==> src/rtl/lsu_pkg.sv <==
// Shared definitions for the load/store unit: funct3 encodings, FSM states,
// access-size encoding and a legality helper.
package lsu_pkg;

    localparam logic [2:0] F3_B  = 3'b000;
    localparam logic [2:0] F3_H  = 3'b001;
    localparam logic [2:0] F3_W  = 3'b010;
    localparam logic [2:0] F3_BU = 3'b100;
    localparam logic [2:0] F3_HU = 3'b101;

    typedef enum logic [2:0] {
        ST_IDLE  = 3'd0,
        ST_REQ0  = 3'd1,
        ST_WAIT0 = 3'd2,
        ST_REQ1  = 3'd3,
        ST_WAIT1 = 3'd4,
        ST_DONE  = 3'd5
    } lsu_state_e;

    // funct3[1:0] selects the access size
    typedef enum logic [1:0] {
        SZ_BYTE = 2'b00,
        SZ_HALF = 2'b01,
        SZ_WORD = 2'b10
    } lsu_size_e;

    // Loads allow B/H/W/BU/HU, stores allow B/H/W only.
    function automatic logic f3_legal(input logic is_load, input logic [2:0] f3);
        logic ok;
        ok = 1'b0;
        if (is_load) begin
            ok = (f3 == F3_B) || (f3 == F3_H) || (f3 == F3_W) ||
                 (f3 == F3_BU) || (f3 == F3_HU);
        end else begin
            ok = (f3 == F3_B) || (f3 == F3_H) || (f3 == F3_W);
        end
        return ok;
    endfunction

endpackage

==> src/rtl/lsu_align.sv <==
// Combinational lane alignment: byte-enable mask over two beats, store-data
// shift into lanes, and load extraction with sign/zero extension.
module lsu_align
    import lsu_pkg::*;
(
    input  logic [2:0]  funct3,
    input  logic [1:0]  off,
    input  logic [31:0] wdata,
    input  logic [63:0] rbuf,
    output logic [7:0]  mask,
    output logic [63:0] wdata_sh,
    output logic [31:0] rdata_ext
);

    logic [3:0]  base;
    logic [5:0]  bit_off;
    logic [31:0] shifted;

    // Mask, store shift and load extraction all derive from size and offset
    always_comb begin
        base      = 4'b1111;
        bit_off   = {1'b0, off, 3'b000};
        shifted   = rbuf[bit_off +: 32];
        rdata_ext = shifted;
        case (funct3[1:0])
            SZ_BYTE: base = 4'b0001;
            SZ_HALF: base = 4'b0011;
            default: base = 4'b1111;
        endcase
        mask     = {4'b0000, base} << off;
        wdata_sh = {32'h0, wdata} << bit_off;
        case (funct3)
            F3_B:    rdata_ext = {{24{shifted[7]}}, shifted[7:0]};
            F3_H:    rdata_ext = {{16{shifted[15]}}, shifted[15:0]};
            F3_BU:   rdata_ext = {24'h0, shifted[7:0]};
            F3_HU:   rdata_ext = {16'h0, shifted[15:0]};
            default: rdata_ext = shifted;
        endcase
    end

endmodule

==> src/rtl/load_store_unit.sv <==
// Load/store unit: accepts one memory operation at a time, splits misaligned
// accesses into two word beats, and returns an extended load result.
//
// Memory handshake: a beat is transferred in a cycle where o_dmem_req and
// i_dmem_ready are both high; o_dmem_* hold steady while req is high and
// ready low. Read data returns on i_dmem_rvalid, never in the ready cycle,
// and is only taken in a WAIT state.
module load_store_unit
    import lsu_pkg::*;
(
    input  logic        i_clk,
    input  logic        i_rst,
    input  logic        i_valid,
    input  logic        i_load,
    input  logic        i_store,
    input  logic [2:0]  i_funct3,
    input  logic [31:0] i_addr,
    input  logic [31:0] i_wdata,
    output logic        o_busy,
    output logic        o_done,
    output logic        o_fault,
    output logic [31:0] o_rdata,
    output logic        o_dmem_req,
    output logic        o_dmem_we,
    output logic [31:0] o_dmem_addr,
    output logic [3:0]  o_dmem_mask,
    output logic [31:0] o_dmem_wdata,
    input  logic        i_dmem_ready,
    input  logic        i_dmem_rvalid,
    input  logic [31:0] i_dmem_rdata,
    output logic [2:0]  o_state
);

    lsu_state_e  state, state_nxt;
    logic        r_load;
    logic        r_fault;
    logic [2:0]  r_funct3;
    logic [31:0] r_addr;
    logic [31:0] r_wdata;
    logic [63:0] r_buf;
    logic [31:0] r_rdata;

    logic        accept;
    logic [7:0]  mask8;
    logic [63:0] wdata_sh;
    logic [31:0] rdata_ext;
    logic [31:0] addr0;
    logic        need_beat1;

    assign accept     = i_valid && (state == ST_IDLE) && (i_load ^ i_store);
    assign addr0      = {r_addr[31:2], 2'b00};
    assign need_beat1 = (mask8[7:4] != 4'b0000);
    assign o_state    = state;

    lsu_align u_align (
        .funct3    (r_funct3),
        .off       (r_addr[1:0]),
        .wdata     (r_wdata),
        .rbuf      (r_buf),
        .mask      (mask8),
        .wdata_sh  (wdata_sh),
        .rdata_ext (rdata_ext)
    );

    // State register
    always_ff @(posedge i_clk or posedge i_rst) begin
        if (i_rst) state <= ST_IDLE;
        else       state <= state_nxt;
    end

    // Next-state logic and memory-side outputs
    always_comb begin
        state_nxt    = state;
        o_dmem_req   = 1'b0;
        o_dmem_we    = 1'b0;
        o_dmem_addr  = 32'h0;
        o_dmem_mask  = 4'h0;
        o_dmem_wdata = 32'h0;
        o_done       = 1'b0;
        o_fault      = 1'b0;
        o_rdata      = r_rdata;
        case (state)
            ST_IDLE: begin
                if (accept) begin
                    if (f3_legal(i_load, i_funct3)) state_nxt = ST_REQ0;
                    else                            state_nxt = ST_DONE;
                end
            end
            ST_REQ0: begin
                o_dmem_req   = 1'b1;
                o_dmem_we    = !r_load;
                o_dmem_addr  = addr0;
                o_dmem_mask  = mask8[3:0];
                o_dmem_wdata = wdata_sh[31:0];
                if (i_dmem_ready) begin
                    if (r_load)          state_nxt = ST_WAIT0;
                    else if (need_beat1) state_nxt = ST_REQ1;
                    else                 state_nxt = ST_DONE;
                end
            end
            ST_WAIT0: begin
                if (i_dmem_rvalid) begin
                    if (need_beat1) state_nxt = ST_REQ1;
                    else            state_nxt = ST_DONE;
                end
            end
            ST_REQ1: begin
                o_dmem_req   = 1'b1;
                o_dmem_we    = !r_load;
                o_dmem_addr  = addr0 + 32'd4;
                o_dmem_mask  = mask8[7:4];
                o_dmem_wdata = wdata_sh[63:32];
                if (i_dmem_ready) begin
                    if (r_load) state_nxt = ST_WAIT1;
                    else        state_nxt = ST_DONE;
                end
            end
            ST_WAIT1: begin
                if (i_dmem_rvalid) state_nxt = ST_DONE;
            end
            ST_DONE: begin
                o_done  = 1'b1;
                o_fault = r_fault;
                if (r_load && !r_fault) o_rdata = rdata_ext;
                state_nxt = ST_IDLE;
            end
            default: state_nxt = ST_IDLE;
        endcase
    end

    assign o_busy = (state != ST_IDLE);

    // Request capture, read buffer fill and load-result hold
    always_ff @(posedge i_clk or posedge i_rst) begin
        if (i_rst) begin
            r_load   <= 1'b0;
            r_fault  <= 1'b0;
            r_funct3 <= 3'b000;
            r_addr   <= 32'h0;
            r_wdata  <= 32'h0;
            r_buf    <= 64'h0;
            r_rdata  <= 32'h0;
        end else begin
            if (accept) begin
                r_load   <= i_load;
                r_fault  <= !f3_legal(i_load, i_funct3);
                r_funct3 <= i_funct3;
                r_addr   <= i_addr;
                r_wdata  <= i_wdata;
            end
            if (state == ST_WAIT0 && i_dmem_rvalid) r_buf[31:0]  <= i_dmem_rdata;
            if (state == ST_WAIT1 && i_dmem_rvalid) r_buf[63:32] <= i_dmem_rdata;
            if (state == ST_DONE && r_load && !r_fault) r_rdata <= rdata_ext;
        end
    end

endmodule

==> config.mk <==
export PLATFORM = sky130hd
export DESIGN_NAME = load_store_unit
export DESIGN_NICKNAME = d
export VERILOG_FILES = /design/src/rtl/lsu_pkg.sv /design/src/rtl/lsu_align.sv /design/src/rtl/load_store_unit.sv
export SDC_FILE = /design/constraint.sdc
export NUM_CORES = 1
export LEC_CHECK = 0
export BUFFER_PORTS_ARGS = -buffer_cell sky130_fd_sc_hd__buf_2
export CORE_UTILIZATION = 25
export CTS_CLUSTER_SIZE = 12
export DETAILED_ROUTE_END_ITERATION = 8
export GPL_TIMING_DRIVEN = 0
export HOLD_SLACK_MARGIN = 0.15
export PLACE_DENSITY_LB_ADDON = 0.2
export REMOVE_ABC_BUFFERS = 1
export SLEW_MARGIN = 25
export SYNTH_ARGS = -nofsm -noshare
export SYNTH_HDL_FRONTEND = slang
export SYNTH_SLANG_ARGS = --single-unit
==> constraint.sdc <==
create_clock -name i_clk -period 8.2 [get_ports i_clk]
set_input_delay 1.23 -clock i_clk [delete_from_list [all_inputs] [get_ports i_clk]]
set_output_delay 1.23 -clock i_clk [all_outputs]
set_load 0.02 [all_outputs]
==> results of run 1 <==
==> state kept, by name, indices dropped and copies added (netlist names) <==
signal	flops
o_state	3
r_addr	32
r_buf	56
r_fault	1
r_funct3	3
r_load	1
r_rdata	32
r_wdata	32
==> per-stage QoR <==
step           setup TNS, ps  instances
3_5_place_dp               0       1446
4_1_cts                    0       1478
6_report                   0       1479
5_1_grt                    0       1479
2_1_floorplan              0        760
3_3_place_gp            -555       1432
==> layer usage <==
layer  part of all wire [%]  vias to the layer above  routed length, µm
met2                     47                      145              12700
met4                    1.3                        4                361
met5                  0.067                        -                 18
li1                       -                     3394                  -
met1                     47                     3529              12800
met3                    4.5                       27               1210
==> cell families (layout without fill, tap and decap cells) <==
kind of cell	count (synthesis)	in the layout	share of synthesized area (%)
xor+xnor	12	12	1.17
flops	160	160	44.5
mux	210	210	28.1
compound gates	166	166	11.6
buf+inv	76	267	3.53
other cells	1	3	0.0417
simple gates	199	199	10.9
fa+ha+maj	1	1	0.139
==> area by class of cell <==
| class | count | share of cell area (%) |
|---|---|---|
| multi-input combinational | 590 | 42.0 |
| sequential | 160 | 35.6 |
| timing repair buffer | 225 | 11.3 |
| tap | 461 | 5.12 |
| clock buffer | 19 | 4.02 |
| clock inverter | 13 | 1.57 |
| inverter | 10 | 0.400 |
| antenna | 1 | 0.0222 |
==> worst max-delay path, delay by kind of cell (launching register included) <==
kind	cells	cell delay, ps
compound gates	1	160
buf+inv	1	200
simple gates	3	1810
flops	1	940
==> layout by cell type (no fill, tap or decap), drive strengths merged, types with 3 or more instances in the layout <==
master / netlist / layout
o22ai: 9 / 9
o2bb2ai: 8 / 8
nor4: 3 / 3
o21ai: 22 / 22
or3: 6 / 6
bufinv: 0 / 3
and2: 3 / 3
nand2b: 7 / 7
o211ai: 3 / 3
and3: 5 / 5
a31oi: 4 / 4
or4: 13 / 13
a21oi: 69 / 69
a21o: 8 / 8
nand3: 17 / 17
nand2: 50 / 50
xnor2: 7 / 7
clkbuf: 35 / 19
nor3: 16 / 16
nand4: 5 / 5
o31ai: 11 / 11
inv: 9 / 14
a41o: 5 / 5
xor2: 5 / 5
a22oi: 8 / 8
clkinv: 1 / 4
a22o: 9 / 9
mux2i: 39 / 39
mux4: 19 / 19
buf: 31 / 225
dfrtp: 160 / 160
mux2: 152 / 152
nor2: 60 / 60
nor2b: 5 / 5
==> path summary, 6_finish.rpt <==
| path | start | slack, ps | depth (start not counted) | endpoint |
|---|---|---|---|---|
| setup / recovery | o_state[1] | 3410 | 5 | o_dmem_addr[19] |
| hold / removal | r_rdata[4] | 470 | 2 | r_rdata[4] |
| setup reg to reg | o_state[1] | 5240 | 4 | r_addr[13] |
| hold reg to reg | r_rdata[4] | 470 | 2 | r_rdata[4] |
| max in group asynchronous | i_rst | 6510 | 3 | r_addr[20] |
| min in group asynchronous | i_rst | 840 | 2 | r_buf[36] |
==> power groups by stage <==
stage / Sequential (µW) / Clock [µW] / Combinational, µW
2_1_floorplan: 1560 / 0 / 1710
3_3_place_gp: 1730 / 0 / 2310
3_5_place_dp: 1660 / 0 / 2400
4_1_cts: 1640 / 909 / 2410
5_1_grt: 1720 / 946 / 2590
6_report: 1640 / 873 / 2360
==> key figures, run 1 <==
Final layout
  – Layout cells sized above 1: 43.8%
  – Area grow syn2layout: 25.2%
  – Fillcell total: 3691
  – Area occupied by registers: 4010 µm²
  – Final net count: 1111
  – Fin area: 11300 µm²
  – Multi-input logic area: 4730 µm²
  – Fin util: 31.7%

Drt
  – ANT nets after route: 0
  – Final wirelength: 27100 µm
  – Initial drt markers: 354
  – Total number of vias: 7099
  – Via-per-instance ratio: 4.80
  – DR WL/cell: 18.3 µm
  – DR pass1 iterations: 6
  – DRC: 0

Floorplan
  – Chip width: 192 µm
  – Die H: 192 µm
  – Die area: 36800 µm²
  – Core area: 35500 µm²
  – Initial core utilization: 25.4%
  – Row Count: 69
  – Io pins: 214

Run
  – Maxcap violations: 0

Yosys
  – Most common cell in the synthesized netlist: dfrtp_1
  – Synth area leaders: dfrtp_1, mux2_2, mux4_2, mux2i_1, a21oi_1
  – Commonest cells in the netlist: dfrtp_1, mux2_2, a21oi_1
  – Flops & latches, synth: 160
  – Mapped Area: 9000 µm²
  – Synth area leader: dfrtp_1
  – Syn Area/Cell: 10.9 µm²
  – Yosys cell types: 56
  – Ys flop type: dfrtp_1
  – Ys Warns: 0
  – Sequential share of the synthesized area: 44.5%
  – Yosys top cell area share: 44.5%
  – Post-Synthesis Cells: 825
  – FFs w/ async S/R, synth: 100%
  – Post-synth EDFFs: 0

Placement
  – Post-DP HPWL: 18900 µm
  – Placement Setup Slack: 3860 ps
  – Post-DP Area: 10600 µm²
  – Port bufs: 211
  – RePlAce Congestion: 0.727

Power and ir drop
  – Logic pwr share: 48.4%
  – PnR Total Power: 4870 µW
  – Lkg Pwr: 0.00502 µW
  – Pwr Density: 433 nW/µm²
  – Cell Int Power: 2800 µW
  – Seq pwr share: 33.7%
  – Max IR drop VDD: 0.237 mV
  – Net Sw Power: 2070 µW
  – Sw frac: 42.5%
  – Clock share of power: 17.9%

Timing
  – Clock skew after layout: 13.4 ps
  – Final period util: 58.4%
  – Max_slew headroom: 35.9%
  – Fmax: 209 MHz
  – Worst hold slack: 471 ps
  – Final hold vios: 0
  – Least-Margin Pin Slew: 962 ps
  – Tmin final: 4790 ps
  – Final WS setup: 3410 ps
  – Final setup viols: 0
  – Unrepaired setup endpoints after global routing: false
  – Slew Viols, Final: 0

Critical path
  – Most frequent CP cell: or4_1
  – Required @ worst endpoint: 6970 ps
  – CP Launch Type: flip-flop
  – CP cell instances: nand3_2 -> or4_1 -> or4_1 -> a21oi_1 -> buf_2
  – Worst setup path class: reg2out
  – Slowest-stage cell, CP: dfrtp_1
  – Arr. time, crit path: 3560 ps
  – Worst setup EP type: primary output
  – Crit path largest cell delay: 940 ps
  – Worst-path maximum fanout: 24

Global route
  – Met2 GRT Util: 23.6%
  – Pin count of the biggest net entering global routing: 87
  – Gr usage total: 15.2%
  – Number of global-route vias before repair: 7030
  – Initial antenna violation count: 3
  – Total congestion overflow: 0
  – Top Usage Layer GRT: met2
  – First-pass GRT wire length: 41900 µm
  – Met1 usage: 20.2%
  – M3 GR Usage: 4.24%

Clocking
  – CTS resizes: 0
  – CTS Root Cell: clkbuf_16
  – Max Root-Sink Buffers: 2
  – CTS tree: done
  – # Post-CTS Setup Buffers: 0
  – Clock Sinks: 160
  – Worst-path clk slew: 70 ps
  – H-tree levels: 4
  – Num CTS Buffers: 17
  – Worst-skew pair later-pin latency: 450 ps
  – Cts hold-fix bufs: 0

Outcome
  – Status: completed

Hold path
  – Hold Path Class: reg2reg
Power figures use the tool's default switching activity.
==> run 2: changes to the inputs <==
==> constraint.sdc (replaced) <==
create_clock -name i_clk -period 4.4 [get_ports i_clk]
set_input_delay 0.66 -clock i_clk [delete_from_list [all_inputs] [get_ports i_clk]]
set_output_delay 0.66 -clock i_clk [all_outputs]
set_load 0.02 [all_outputs]
==> run 2 against run 1 <==
Worst hold slack worse by 210 ps. Clock power up 87%. Setup slack worse by 2900 ps. Highest routed layer unchanged. Global-route usage unchanged. Largest cell class unchanged. Via count about the same. First-iteration DRC count up 0.28%. Final area about the same. Die area unchanged. Flip-flop and latch count unchanged. Register-to-register slack worse by 3600 ps. Final cell count unchanged.
==> key figures, run 2 (synthesized netlist as in run 1, its figures left out) <==
Power and ir drop
  – PnR Total Power: 9080 µW (+86%)
  – Pwr Density: 806 nW/µm² (+86%)
  – Max IR drop VDD: 0.441 mV (+86%)
  – Lkg Pwr: 0.00502 µW (about the same)

Floorplan
  – Io pins: 214 (unchanged)
  – Initial core utilization: 25.4% (unchanged)
  – Chip width: 192 µm (unchanged)
  – Core area: 35500 µm² (unchanged)
  – Row Count: 69 (unchanged)
  – Die area: 36800 µm² (unchanged)
  – Die H: 192 µm (unchanged)

Clocking
  – Worst-skew pair later-pin latency: 450 ps (about the same)
  – CTS Root Cell: clkbuf_16
  – Num CTS Buffers: 17 (unchanged)
  – CTS tree: done
  – H-tree levels: 4 (unchanged)
  – Worst-path clk slew: 70 ps (about the same)
  – Clock Sinks: 160 (unchanged)
  – Max Root-Sink Buffers: 2 (unchanged)

Final layout
  – Layout cells sized above 1: 43.9% (+0.098 points)
  – Multi-input logic area: 4730 µm² (unchanged)
  – Max reg flops: 56 (unchanged)
  – Fin area: 11300 µm² (about the same)
  – Commonest cells after routing, fill and taps aside: buf_2, dfrtp_1, mux2_2, a21oi_1, nor2_1
  – Fillcell total: 3690 (-0.027%)
  – Most common cell after layout, fill and taps aside: buf_2
  – Final net count: 1111 (unchanged)
  – Area occupied by registers: 4010 µm² (about the same)
  – Area grow syn2layout: 25.2% (about the same)
  – Most flops, register: r_buf

Critical path
  – Start point of the critical path: o_state[1]
  – CP Launch Type: flip-flop
  – Worst setup path class: reg2out
  – Worst-path maximum fanout: 24 (unchanged)
  – Worst setup EP type: primary output
  – Arr. time, crit path: 3230 ps (-330 ps)
  – Worst R2R Start: o_state[1]
  – R2r setup slk: 1640 ps (-3600 ps)
  – Required @ worst endpoint: 3740 ps (-3230 ps)

Timing
  – Clock skew after layout: 13.4 ps (unchanged)
  – Slew Viols, Final: 0 (unchanged)
  – Tmin final: 3890 ps
  – Least-Margin Pin Slew: 963 ps (+1.01 ps)
  – Fmax: 257 MHz
  – Max_slew headroom: 35.8% (-0.067 points)
  – Final period util: 88.3%
  – Final setup viols: 0 (unchanged)
  – Unrepaired setup endpoints after global routing: false
  – Final hold vios: 0 (unchanged)

Drt
  – ANT nets after route: 0 (unchanged)
  – DR WL/cell: 18.3 µm (about the same)
  – Final wirelength: 27100 µm (about the same)
  – Via-per-instance ratio: 4.80 (about the same)
  – DR pass1 iterations: 6 (unchanged)
  – Total number of vias: 7098 (-0.014%)
  – Initial drt markers: 355 (+0.28%)
  – DRC: 0 (unchanged)

Placement
  – Post-DP Area: 10600 µm² (unchanged)
  – RePlAce Congestion: 0.727 (unchanged)
  – Post-DP HPWL: 18900 µm (unchanged)
  – Port bufs: 211 (unchanged)

Global route
  – Total congestion overflow: 0 (unchanged)
  – First-pass GRT wire length: 41900 µm (unchanged)
  – Number of global-route vias before repair: 7030 (unchanged)
  – Initial antenna violation count: 3 (unchanged)
  – Gr usage total: 15.2% (unchanged)
  – Pin count of the biggest net entering global routing: 87 (unchanged)

Hold path
  – Hold Path Class: in2async

Run
  – Maxcap violations: 0 (unchanged)

Outcome
  – Status: completed
## run 2: cell count changes in the layout (fill, tap and decap cells not counted)
cell	delta
dfrtp_2	+1
dfrtp_1	-1
## run 2: where the power goes
part	leakage [µW]	total [µW]	switching [µW]	internal [µW]
Sequential	0.00191	3060	845	2210
Clock	0.000304	1630	689	937
Combinational	0.00280	4400	2330	2070
## run 2: worst max-delay path: stages, from the launching register on
cell and delay [ps]:
dfrtp_2 690, nand3_2 260, or4_1 870, or4_1 590
a21oi_1 160, buf_2 200
## run 2: cell type report
class / instances / share of cell area (%)
multi-input cells: 590 / 42.0
clock inverters: 13 / 1.57
well taps: 461 / 5.12
inverters: 10 / 0.400
clock buffers: 19 / 4.02
flip-flops and latches: 160 / 35.6
repair buffers: 225 / 11.3
diodes: 1 / 0.0222
## run 2: worst paths after layout
| kind | endpoint | cells after the start |
|---|---|---|
| min reg2reg | r_rdata[4] | 2 |
| max | o_dmem_addr[19] | 5 |
| max in group asynchronous | r_addr[20] | 3 |
| min in group i_clk | r_wdata[30] | 2 |
| max reg2reg | r_addr[13] | 4 |
| min | r_buf[36] | 2 |
## run 2: stage by stage
| step | setup TNS (ps) | worst slack [ps] | std cells | util [%] | hold slack, ps |
|---|---|---|---|---|---|
| finish | 0 | 514 | 1479 | 31.7 | 266 |
| detailed placement | 0 | 625 | 1446 | 30.0 | 460 |
| floorplan | -101360 | -580 | 760 | - | 439 |
| global route | 0 | 270 | 1479 | 31.7 | 296 |
| global placement | -775200 | -3250 | 1432 | 29.2 | 453 |
| CTS | 0 | 128 | 1478 | 31.7 | 296 |
## run 2: metal layers
metal	GRT usage [%]	part of all wire, %	wire length, µm	up-vias
met5	0	0.067	18	-
met2	23.6	47	12700	145
met4	4.73	1.3	361	4
li1	-	-	-	3394
met1	20.2	47	12800	3528
met3	4.24	4.5	1210	27
## run 2: what timing repair did
item	CTS	global route
gates resized for setup	0	1
endpoints found under the setup margin	0	5
hold buffers	0	0
setup buffers	0	0
